[src/rtl/uart_rx_ctrl_if.sv]
// rtl/uart_rx_ctrl_if.sv - counter-control and host-side signal bundle for uart_rx_ctrl
interface uart_rx_ctrl_if #(
    parameter int DATA_BITS = 8
);
    logic                 period_flag;
    logic                 bits_flag;
    logic                 period_clear;
    logic                 period_enable;
    logic                 bits_clear;
    logic                 bits_enable;
    logic                 data_read;
    logic [DATA_BITS-1:0] rx_data;
    logic                 data_ready;
    logic                 framing_error;
    logic                 overrun_error;

    modport master (
        input  period_flag, bits_flag, data_read,
        output period_clear, period_enable, bits_clear, bits_enable,
        output rx_data, data_ready, framing_error, overrun_error
    );

    modport slave (
        output period_flag, bits_flag, data_read,
        input  period_clear, period_enable, bits_clear, bits_enable,
        input  rx_data, data_ready, framing_error, overrun_error
    );
endinterface

[src/rtl/uart_rx_ctrl.sv]
// rtl/uart_rx_ctrl.sv - receive control FSM: start detect, bit sampling, frame check, host flags
module uart_rx_ctrl #(
    parameter int DATA_BITS = 8
) (
    input  logic           clk,
    input  logic           n_rst,
    input  logic           serial_in,
    uart_rx_ctrl_if.master bus
);
    typedef enum logic [2:0] {IDLE, CLEAR, RECV, CHECK, LOAD} state_t;

    state_t               state;
    logic                 sync_meta;
    logic                 sync;
    logic                 sync_prev;
    logic [DATA_BITS:0]   shift_reg;
    logic                 start_edge;

    assign start_edge = sync_prev & ~sync;

    always_ff @(posedge clk) begin
        if (n_rst) begin
            state             <= IDLE;
            sync_meta         <= 1'b1;
            sync              <= 1'b1;
            sync_prev         <= 1'b1;
            shift_reg         <= '1;
            bus.rx_data       <= '0;
            bus.data_ready    <= 1'b0;
            bus.framing_error <= 1'b0;
            bus.overrun_error <= 1'b0;
        end else begin
            sync_meta <= serial_in;
            sync      <= sync_meta;
            sync_prev <= sync;

            // LOAD owns the host flags in its cycle; elsewhere an ack clears them
            if (bus.data_read && bus.data_ready && state != LOAD) begin
                bus.data_ready    <= 1'b0;
                bus.overrun_error <= 1'b0;
            end

            case (state)
                IDLE: begin
                    if (start_edge) begin
                        state             <= CLEAR;
                        bus.framing_error <= 1'b0;
                    end
                end
                CLEAR: state <= RECV;
                RECV: begin
                    if (bus.bits_flag)
                        state <= CHECK;
                    else if (bus.period_flag)
                        shift_reg <= {sync, shift_reg[DATA_BITS:1]};
                end
                CHECK: begin
                    if (shift_reg[DATA_BITS]) begin
                        state <= LOAD;
                    end else begin
                        bus.framing_error <= 1'b1;
                        state             <= IDLE;
                    end
                end
                LOAD: begin
                    bus.rx_data    <= shift_reg[DATA_BITS-1:0];
                    bus.data_ready <= 1'b1;
                    if (bus.data_read)
                        bus.overrun_error <= 1'b0;
                    else if (bus.data_ready)
                        bus.overrun_error <= 1'b1;
                    state <= IDLE;
                end
                default: state <= IDLE;
            endcase
        end
    end

    // counter controls are decoded so the counters see them in the same cycle
    always_comb begin
        bus.period_clear  = (state == CLEAR);
        bus.bits_clear    = (state == CLEAR);
        bus.period_enable = (state == RECV);
        bus.bits_enable   = (state == RECV) && bus.period_flag && !bus.bits_flag;
    end
endmodule

[src/flat_wrapper.sv]
// flat-port wrapper written by rule: the top's interface ports become plain ports
module uart_rx_ctrl_flat 
#(
    parameter int DATA_BITS = 8
)
  (clk, n_rst, serial_in, bus_period_flag, bus_bits_flag, bus_data_read, bus_period_clear, bus_period_enable, bus_bits_clear, bus_bits_enable, bus_rx_data, bus_data_ready, bus_framing_error, bus_overrun_error);
  uart_rx_ctrl_if #(.DATA_BITS(DATA_BITS)) bus_i ();
  input  logic clk;
  input  logic n_rst;
  input  logic serial_in;
  input wire logic [$bits(bus_i.period_flag)-1:0] bus_period_flag;
  input wire logic [$bits(bus_i.bits_flag)-1:0] bus_bits_flag;
  input wire logic [$bits(bus_i.data_read)-1:0] bus_data_read;
  output wire logic [$bits(bus_i.period_clear)-1:0] bus_period_clear;
  output wire logic [$bits(bus_i.period_enable)-1:0] bus_period_enable;
  output wire logic [$bits(bus_i.bits_clear)-1:0] bus_bits_clear;
  output wire logic [$bits(bus_i.bits_enable)-1:0] bus_bits_enable;
  output wire logic [$bits(bus_i.rx_data)-1:0] bus_rx_data;
  output wire logic [$bits(bus_i.data_ready)-1:0] bus_data_ready;
  output wire logic [$bits(bus_i.framing_error)-1:0] bus_framing_error;
  output wire logic [$bits(bus_i.overrun_error)-1:0] bus_overrun_error;
  assign bus_i.period_flag = bus_period_flag;
  assign bus_i.bits_flag = bus_bits_flag;
  assign bus_i.data_read = bus_data_read;
  assign bus_period_clear = bus_i.period_clear;
  assign bus_period_enable = bus_i.period_enable;
  assign bus_bits_clear = bus_i.bits_clear;
  assign bus_bits_enable = bus_i.bits_enable;
  assign bus_rx_data = bus_i.rx_data;
  assign bus_data_ready = bus_i.data_ready;
  assign bus_framing_error = bus_i.framing_error;
  assign bus_overrun_error = bus_i.overrun_error;
  uart_rx_ctrl #(.DATA_BITS(DATA_BITS)) u_core (.clk(clk), .n_rst(n_rst), .serial_in(serial_in), .bus(bus_i));
endmodule
[config.mk]
export PLATFORM = sky130hd
export DESIGN_NAME = uart_rx_ctrl_flat
export DESIGN_NICKNAME = d
export VERILOG_FILES = /design/src/rtl/uart_rx_ctrl_if.sv /design/src/rtl/uart_rx_ctrl.sv /design/src/flat_wrapper.sv
export SDC_FILE = /design/constraint.sdc
export NUM_CORES = 1
export LEC_CHECK = 0
export ABC_AREA = 0
export CAP_MARGIN = 20
export CORE_ASPECT_RATIO = 0.6
export CORE_UTILIZATION = 30
export CTS_BUF_LIST = sky130_fd_sc_hd__clkbuf_4 sky130_fd_sc_hd__clkbuf_8
export DETAILED_ROUTE_END_ITERATION = 8
export GPL_TIMING_DRIVEN = 1
export SLEW_MARGIN = 5
export SYNTH_ARGS = -nofsm -noshare
export SYNTH_HDL_FRONTEND = slang
export SYNTH_SLANG_ARGS = --single-unit
[constraint.sdc]
create_clock -name clk -period 1.41 [get_ports clk]
set_input_delay 0.141 -clock clk [delete_from_list [all_inputs] [get_ports clk]]
set_output_delay 0.141 -clock clk [all_outputs]
set_load 0.01 [all_outputs]
==> flow_summary_export.csv <==
group,metric,value,unit
status,status,"finished clean",
cts,clock-sinks,26,
drt,ant_nets,0,
synthesis,synth_mux_area_frac,0.0915,
synthesis,netlist_instances,102,
placed_design,dpl_worst_slack,-0.117,ns
synthesis,synth_compound_area_frac,0.0775,
drt,drt-pass1-iter-count,4,
critical_path,cp_max_fo,4,
critical_path,path_cells,"buf_4 > or3b_4 > buf_6 > o311ai_4",
critical_path,start_kind,"flop",
drt,wire_per_inst,11.4,um
finish,layout_common_cells,"dfxtp_1 (23), nand2_1 (16), clkdlybuf4s50_1 (16)",
cts,cts_hold_buf,0,
sta,worstMarginPinSlew,0.217,ns
finish,final_area,1360,um2
finish,final_common_cell,"dfxtp_1",
floorplanning,ioPinCount,21,
synthesis,synth_warnings,0,
drt,avgViaCountPerCell,4.47,
drt,vias,765,
cts,insertion_delay,0.27,ns
global_route,grt_max_degree,18,
placed_design,place_inst,166,
cts,htreeDepth,1,
floorplanning,start_util,0.330,
synthesis,synth_fa_ha_area_frac,0,
critical_path,end_kind,"flop",
cts,root_buffer,"clkbuf_8",
finish,diodes,0,
placed_design,place_area,1260,um2
synthesis,syn-num-nets,108,
floorplanning,core,2980,um2
synthesis,synth-xor-area-share,0.00889,
global_route,use_met2,0.187,
sta,finClkSkew,0.00723,ns
floorplanning,die_area,3520,um2
global_route,grt_overflow,0,
finish,largest_reg_flops,9,
finish,drive_above_1_share,0.240,
sta,fin_crit_sh,0.968,
sta,relSlewSlack,0.855,
finish,fillers,297,
finish,area_growth,37.7,%
synthesis,ys_ff_latch,26,
cts,clk_pin_slew,0.09,ns
synthesis,synth-simple-area-share,0.238,
placed_design,portBuffers,20,
sta,rsz0062_at_grt,"false",
sta,fin_ws,0.0451,ns
power,p_leak,0.587,nW
power,power_density,1060,nW/um2
sta,fmax,733,MHz
sta,maxSlewViolCount,0,
finish,utilization,0.455,
floorplanning,die_y,46.4,um
floorplanning,die_x,76.0,um
cts,cts_buffers,3,
floorplanning,row_count,15,
global_route,gr-max-usage-layer,"met2",
finish,fin_nets,136,
synthesis,synth.avg_cell_area,9.65,um2
global_route,use_met3,0.0416,
critical_path,required,1.59,ns
global_route,first_global_vias,691,
synthesis,synth_area,985,um2
cts,cts_buffer_depth,2,
hold_path,hp-class,"flop to flop",
job,maxCapViolations,0,
global_route,use_met1,0.158,
placed_design,dp_hpwl,1510,um
finish,final_cells,171,
drt,drcViolationCount,0,
synthesis,ys_types,23,
critical_path,crit_path_top_delay_cell,"or3b_4",
global_route,track_usage,0.121,
global_route,antenna_found_initial,0,
global_route,grt_pass1_wl,3150,um
cts,cts_tree,"built",
critical_path,max_stage_delay,0.40,ns
sta,fin_crit,1.36,ns
drt,routed_wl,1940,um
critical_path,arrival,1.55,ns
placed_design,gp_congestion,0.748,
critical_path,path_class,"flop to flop",
synthesis,synth_top_family_by_area,"simple AND/OR/NAND/NOR gates",
synthesis,ys_seq_area_frac,0.529,
power,ir_drop,0.000411,V
sta,hold_viol,0,
sta,report.final.setup_viol,0,
drt,first_iter_violations,43,
## synth_stat cells (all sizes together)
| master | n | area, um2 |
|---|---|---|
| or2 | 3 | 18.8 |
| nor3 | 1 | 5.00 |
| or4b | 2 | 20.0 |
| nor2 | 10 | 37.5 |
| or3b | 2 | 17.5 |
| clkbuf | 3 | 11.3 |
| mux2i | 9 | 90.1 |
| nand2 | 16 | 60.1 |
| dfxtp | 26 | 521 |
| buf | 5 | 36.3 |
| o21ai | 1 | 5.00 |
| nor4 | 1 | 6.26 |
| nor3b | 5 | 47.5 |
| inv | 2 | 7.51 |
| o311ai | 1 | 16.3 |
| xnor2 | 1 | 8.76 |
| a21oi | 11 | 55.1 |
| nand2b | 1 | 6.26 |
| nand3b | 2 | 15.0 |
## layout make-up
type	instances	area, um2	share of cell area
clock inverter	1	30.0	0.0221
tap	42	52.6	0.0387
inverter	2	7.51	0.00554
timing repair buffer	31	270	0.199
clock buffer	3	41.3	0.0304
multi-input combinational	66	430	0.317
sequential	26	524	0.387
## worst max-delay path, delay by kind of cell, from the launching register on
kind | cells | cell delay [ns]
AND/OR/NAND/NOR | 1 | 0.40
flip-flops | 1 | 0.34
buffers and inverters | 2 | 0.29
AO/OA/AOI/OAI | 1 | 0.24
## through the flow
step	setup TNS, ns	total power [mW]	hold WS, ns
6_report	0	1.44	0.427
2_1_floorplan	0	0.802	0.245
4_1_cts	0	1.45	0.424
3_3_place_gp	-0.128	0.838	0.399
3_5_place_dp	-0.315	0.840	0.406
5_1_grt	0	1.49	0.441
## metal layers
metal	vias to the layer above	part of all wire
li1	397	-
met1	348	0.53
met2	17	0.43
met3	3	0.038
met4	0	0.0062
met5	-	0
## path summary, 6_finish.rpt
check,startpoint,to,slack (ns),depth (start not counted)
worst max-delay path,u_core.state[1]$_SDFFE_PP0P_,u_core.bus.overrun_error$_SDFF_PP0_,0.05,4
worst min-delay path,u_core.sync_meta$_SDFF_PP1_,u_core.sync$_SDFF_PP1_,0.43,1
worst max register to register,u_core.state[1]$_SDFFE_PP0P_,u_core.bus.overrun_error$_SDFF_PP0_,0.05,4
worst min register to register,u_core.sync_meta$_SDFF_PP1_,u_core.sync$_SDFF_PP1_,0.43,1
## kinds of logic after synthesis
family,count (synthesis)
xor+xnor,1
flops,26
mux,9
simple gates,43
compound gates,13
buf+inv,10
## repair_timing
action	CTS	global route
setup endpoints to repair	4	3
gates resized for setup	11	8
pin swaps	2	0
buffers inserted	1	0
## power breakdown
group,internal (mW),leakage [nW],switching (mW)
sequential,0.742,0.212,0.00482
combinational,0.0407,0.339,0.0356
clock,0.380,0.0357,0.233
Note: power is estimated with default switching activity, not from simulation.
